===== config.mk =====
export PLATFORM = sky130hd
export DESIGN_NAME = led_pattern_decoder
export DESIGN_NICKNAME = d
export VERILOG_FILES = /design/src/rtl/led_pattern_decoder.sv
export SDC_FILE = /design/constraint.sdc
export NUM_CORES = 1
export LEC_CHECK = 0
export CAP_MARGIN = 10
export CORE_MARGIN = 4
export CORE_UTILIZATION = 40
export CTS_BUF_LIST = sky130_fd_sc_hd__clkbuf_2
export DETAILED_ROUTE_END_ITERATION = 8
export GPL_TIMING_DRIVEN = 0
export PLACE_DENSITY = 0.58
export SLEW_MARGIN = 20
export SYNTH_ARGS = -nofsm -noshare
export SYNTH_HDL_FRONTEND = slang
export SYNTH_SLANG_ARGS = --single-unit

===== constraint.sdc =====
create_clock -name clk -period 2.9 [get_ports clk]
set_input_delay 0.435 -clock clk [delete_from_list [all_inputs] [get_ports clk]]
set_output_delay 0.435 -clock clk [all_outputs]
set_load 0.005 [all_outputs]

===== src/rtl/led_pattern_decoder.sv =====
// Recognises which of four walking-LED patterns is driving an 8-bit LED word, locks onto it
// after LOCK_CNT consecutive legal steps and flags frozen or illegal patterns.
module led_pattern_decoder #(
  parameter int unsigned LOCK_CNT    = 3,
  parameter int unsigned STALL_LIMIT = 4
) (
  input  logic       clk,
  input  logic       reset,
  input  logic [7:0] led,
  output logic [1:0] mode_det,
  output logic       locked,
  output logic       running,
  output logic       err
);

  typedef enum logic [1:0] {StIdle, StAcq, StLock} state_e;

  localparam logic [2:0] LockCnt    = 3'(LOCK_CNT);
  localparam logic [7:0] StallLimit = 8'(STALL_LIMIT);

  state_e     state_q, state_d;
  logic [7:0] prev_q;
  logic [1:0] cand_q, cand_d;
  logic [2:0] cnt_q, cnt_d;
  logic [7:0] stall_q, stall_d;
  logic [1:0] mode_q, mode_d;
  logic       locked_q, locked_d;
  logic       running_q, running_d;
  logic       err_q, err_d;

  logic       is_trans;
  logic       is_onehot;
  logic       legal_val;
  logic [3:0] match;
  logic       any_match;
  logic [1:0] match_mode;

  // Successor of p under mode m; zero when p is not on that mode's cycle.
  function automatic logic [7:0] next_of(input logic [1:0] m, input logic [7:0] p);
    logic       p_onehot;
    logic [7:0] nxt;
    p_onehot = (p != 8'h00) && ((p & (p - 8'h01)) == 8'h00);
    nxt      = 8'h00;
    case (m)
      2'd0: if (p_onehot) nxt = {p[0], p[7:1]};
      2'd1: if (p_onehot) nxt = {p[6:0], p[7]};
      2'd2: begin
        case (p)
          8'h18:   nxt = 8'h24;
          8'h24:   nxt = 8'h42;
          8'h42:   nxt = 8'h81;
          8'h81:   nxt = 8'h18;
          default: nxt = 8'h00;
        endcase
      end
      default: begin
        case (p)
          8'h81:   nxt = 8'h42;
          8'h42:   nxt = 8'h24;
          8'h24:   nxt = 8'h18;
          8'h18:   nxt = 8'h81;
          default: nxt = 8'h00;
        endcase
      end
    endcase
    return nxt;
  endfunction

  always_comb begin
    is_trans  = (led != prev_q);
    is_onehot = (led != 8'h00) && ((led & (led - 8'h01)) == 8'h00);
    legal_val = (led == 8'h00) || is_onehot || (led == 8'h18) || (led == 8'h24) ||
                (led == 8'h42) || (led == 8'h81);
    for (int m = 0; m < 4; m++) begin
      match[m] = (led != 8'h00) && (led == next_of(2'(m), prev_q));
    end
    any_match  = |match;
    match_mode = 2'd0;
    for (int m = 3; m >= 0; m--) begin
      if (match[m]) match_mode = 2'(m);
    end
  end

  always_comb begin
    state_d = state_q;
    cand_d  = cand_q;
    cnt_d   = cnt_q;
    mode_d  = mode_q;
    err_d   = 1'b0;

    if (is_trans) begin
      stall_d = 8'h00;
    end else if ((state_q != StIdle) && (stall_q < StallLimit)) begin
      stall_d = stall_q + 8'h01;
    end else begin
      stall_d = stall_q;
    end

    if (led == 8'h00) begin
      state_d = StIdle;
      cnt_d   = 3'd0;
      stall_d = 8'h00;
    end else if (!legal_val) begin
      err_d   = 1'b1;
      state_d = StAcq;
      cnt_d   = 3'd0;
    end else begin
      case (state_q)
        StIdle: begin
          state_d = StAcq;
          cnt_d   = 3'd0;
        end
        StAcq, StLock: begin
          // A step that continues the locked mode keeps the lock untouched.
          if (is_trans && !((state_q == StLock) && any_match && (match_mode == mode_q))) begin
            state_d = StAcq;
            if (!any_match) begin
              cnt_d = 3'd0;
            end else if (match_mode == cand_q) begin
              cnt_d = cnt_q + 3'd1;
            end else begin
              cand_d = match_mode;
              cnt_d  = 3'd1;
            end
            if (any_match && (cnt_d == LockCnt)) begin
              state_d = StLock;
              mode_d  = cand_d;
            end
          end
        end
        default: begin
          state_d = StIdle;
          cnt_d   = 3'd0;
        end
      endcase
    end

    locked_d  = (state_d == StLock);
    running_d = (state_d != StIdle) && (stall_d < StallLimit);
  end

  always_ff @(posedge clk or posedge reset) begin
    if (reset) begin
      state_q   <= StIdle;
      prev_q    <= 8'h00;
      cand_q    <= 2'd0;
      cnt_q     <= 3'd0;
      stall_q   <= 8'h00;
      mode_q    <= 2'd0;
      locked_q  <= 1'b0;
      running_q <= 1'b0;
      err_q     <= 1'b0;
    end else begin
      state_q   <= state_d;
      prev_q    <= led;
      cand_q    <= cand_d;
      cnt_q     <= cnt_d;
      stall_q   <= stall_d;
      mode_q    <= mode_d;
      locked_q  <= locked_d;
      running_q <= running_d;
      err_q     <= err_d;
    end
  end

  assign mode_det = mode_q;
  assign locked   = locked_q;
  assign running  = running_q;
  assign err      = err_q;

endmodule

==> qor.csv <==
stage,metric,value,unit
sta,timing.fmax,308,MHz
sta,final_max_slew_viol_count,0,
clock_network,cts_tree,built,
synth,synth_top_cells_by_count,"28 x sky130_fd_sc_hd__dfrtp_1, 20 x sky130_fd_sc_hd__nand2_1, 20 x sky130_fd_sc_hd__nor2_1",
sta,min_period_over_period,112,%
drt,detail_route.drc_violations,0,
drt,firstDrtPassIters,6,
synth,yosys_warnings,0,
power_and_ir_drop,leakage,1.14,nW
critical_path,critical_path_required,3.22,ns
critical_path,cp.arrival,3.58,ns
drt,drtIter0Drc,116,
placed_design,placed_cells_incl_taps,332,
clock_network,clock_sinks,28,
synth,netlist_instances,248,
clock_network,cts.clk_slew.worst_paths,0.26,ns
sta,worst_clock_skew,0.00593,ns
synth,mappedNetlistArea,2240,um2
die,die_x,82.8,um
power_and_ir_drop,vdd_drop_max,181,uV
clock_network,ctsRootBufferMaster,sky130_fd_sc_hd__clkbuf_2,
clock_network,clk_path_buf_depth,2,
grt,via_count_of_the_first_global_routing_pass,1975,
drt,drt-total-wl,5.64,mm
placed_design,gp_congestion,0.852,
placed_design,place_worst_setup_slack,-0.961,ns
min_path,min_path_type,in2async,
synth,seq_area_frac_synth,31.3,%
finish,num_antenna_cells,0,
die,dieArea,6850,um2
run,max_cap_violations,0,
sta,layout_min_cycle_time,3.25,ns
die,rows,26,
status,status,"finished, violations left",
critical_path,worst-path-max-fanout,8,
critical_path,critical_path_start_end_classification,reg2reg,
finish,layout-drive-gt1-share,24.2,%
finish,synthToLayoutAreaGrowth,19.9,%
critical_path,cp-start-kind,flip-flop,
die,ios,15,
grt,grt_antenna_before_repair,0,
status,violated_checks,negative setup slack,
placed_design,dp_hpwl,4.00,mm
finish,finalNetCount,293,
sta,timing.final.setup_violations,11,
power_and_ir_drop,power_density_normalized_to_cell_area,305,nW/um2
synth,ys_async_sr_fraction,100,%
finish,final_cell_count_no_fill,347,
die,design.core.area,5270,um2
drt,detail-route-antenna-nets,0,
synth,ys_dominant_reg_cell,sky130_fd_sc_hd__dfrtp_1,
sta,hold_violations,0,
sta,relSlewSlack,61.9,%
synth,synth.most_common_cell,sky130_fd_sc_hd__dfrtp_1,
clock_network,worstSkewPairLatency,0.36,ns
sta,grt_setup_unrepaired,true,
synth,synth_largest_area_cell,sky130_fd_sc_hd__dfrtp_1,
sta,holdWs,0.400,ns
synth,synth_largest_type_area_fraction,31.3,%
placed_design,placedInstanceArea,2480,um2
finish,stdcell_area,2680,um2
clock_network,clock_tree.htree_level_count,1,
drt,drt-vias-per-instance,5.63,
die,initial_utilization,42.5,%
clock_network,number_of_buffers_inserted_during_clock_tree_synthesis,3,
grt,grt_max_degree,29,
grt,overflow,0,
sta,layout_setup_ws,-0.352,ns
grt,tot_gr_track_use,18.0,%
critical_path,critPathCaptureType,flip-flop,
grt,global_route_wire_length_before_repair,9.57,mm
synth,synth-edff-count,0,
drt,routed_length_per_placed_instance,16.3,um
synth,synth_seq_cells,28,
synth,synth_fp_nets,263,
die,chipHeight,82.8,um
sta,worstMarginPinSlew,0.571,ns
synth,post_synth_num_cell_types,66,
synth,synth_area_leaders,"sky130_fd_sc_hd__dfrtp_1 31%, sky130_fd_sc_hd__xor2_1 5.1%, sky130_fd_sc_hd__nand2_1 3.4%, sky130_fd_sc_hd__nor2_1 3.4%, sky130_fd_sc_hd__ha_1 2.8%",
placed_design,place.port_buffers,14,
drt,vias,1954,
synth,syn_avg_cell_area,9.02,um2
## report_power, final
| group | internal [W] | leakage [nW] | switching, W |
|---|---|---|---|
| combinational | 0.0000709 | 0.762 | 0.000106 |
| clock | 0.000119 | 0.0266 | 0.000116 |
| sequential | 0.000399 | 0.356 | 0.00000792 |
## final timing paths
check	startpoint	to	slack, ns	cells after the start
min in group clk	led[7]	prev_q[7]	0.50	1
worst max register to register	prev_q[2]	running	-0.35	12
worst min-delay path	reset	locked	0.40	2
worst min register to register	stall_q[7]	stall_q[7]	0.55	1
worst max-delay path	prev_q[2]	running	-0.35	12
max in group asynchronous	reset	prev_q[0]	2.11	2
## critical path: stages, from the launching register on
cell and delay (ns):
sky130_fd_sc_hd__dfrtp_1 0.43, sky130_fd_sc_hd__or3_4 0.41, sky130_fd_sc_hd__o32a_1 0.34, sky130_fd_sc_hd__o31a_4 0.34
sky130_fd_sc_hd__o211a_1 0.26, sky130_fd_sc_hd__o211ai_4 0.24, sky130_fd_sc_hd__o21ai_4 0.11, sky130_fd_sc_hd__xor2_2 0.16
sky130_fd_sc_hd__o21ai_2 0.18, sky130_fd_sc_hd__buf_6 0.16, sky130_fd_sc_hd__mux2i_1 0.08, sky130_fd_sc_hd__or3_4 0.37
sky130_fd_sc_hd__a21oi_2 0.14
## layer usage
layer | wire length (um) | vias to the layer above | track usage [%]
li1 | - | 963 | -
met1 | 2650 | 936 | 24.7
met2 | 2710 | 46 | 30.1
met3 | 218 | 9 | 1.62
met4 | 70 | 0 | 5.56
met5 | 0 | - | 0
## registers in the layout, summed over array words and instances (netlist names)
| register | count |
|---|---|
| running | 1 |
| prev_q | 8 |
| cand_q | 2 |
| locked | 1 |
| state_q | 2 |
| stall_q | 8 |
| cnt_q | 3 |
| err | 1 |
| mode_det | 2 |
## layout make-up
class	instances	area, um2
multi-input combinational	188	1460
tap	70	87.6
clock inverter	1	30.0
inverter	16	60.1
clock buffer	3	15.0
sequential	28	702
buffer	15	101
timing repair buffer	26	230
fill	524	2590
## logic make-up after synthesis
group | after synthesis | share of synthesized area, %
and+or+nand+nor | 98 | 26.6
AOI/OAI and AO/OA | 56 | 19.3
buffers and inverters | 32 | 6.88
DFF | 28 | 31.3
xor gates and xnor gates | 17 | 6.99
muxes | 11 | 5.65
adders and majority gates | 6 | 3.24
## metrics by stage
stage               setup TNS [ns]  total power, W  util [%]
floorplan                   -0.380        0.000526         -
global placement             -9.38        0.000573      47.0
detailed placement           -9.20        0.000573      47.0
CTS                          -2.78        0.000826      50.3
global route                 -4.91        0.000861      50.9
finish                       -2.93        0.000819      50.9
## placed cells by master (no fill, tap or decap), types with 3 or more instances in the layout
master / count
sky130_fd_sc_hd__a21oi_1: 10
sky130_fd_sc_hd__a21oi_2: 3
sky130_fd_sc_hd__and2_1: 5
sky130_fd_sc_hd__buf_2: 6
sky130_fd_sc_hd__buf_4: 19
sky130_fd_sc_hd__clkbuf_2: 3
sky130_fd_sc_hd__clkdlybuf4s50_1: 14
sky130_fd_sc_hd__dfrtp_1: 27
sky130_fd_sc_hd__ha_1: 5
sky130_fd_sc_hd__inv_1: 14
sky130_fd_sc_hd__mux2_1: 4
sky130_fd_sc_hd__mux2i_1: 4
sky130_fd_sc_hd__nand2_1: 19
sky130_fd_sc_hd__nand3_1: 5
sky130_fd_sc_hd__nand4_1: 3
sky130_fd_sc_hd__nor2_1: 19
sky130_fd_sc_hd__nor2b_1: 6
sky130_fd_sc_hd__nor3_1: 10
sky130_fd_sc_hd__nor4_1: 8
sky130_fd_sc_hd__nor4_4: 3
sky130_fd_sc_hd__o21ai_0: 8
sky130_fd_sc_hd__o22ai_1: 3
sky130_fd_sc_hd__xnor2_1: 3
sky130_fd_sc_hd__xor2_1: 12
## what timing repair did
item                       CTS  global route
hold buffers                 0             0
buffers inserted             9             3
resized for setup           15             4
setup endpoints to repair   11            11
pin swaps                    5             2
Power figures use the tool's default switching activity.
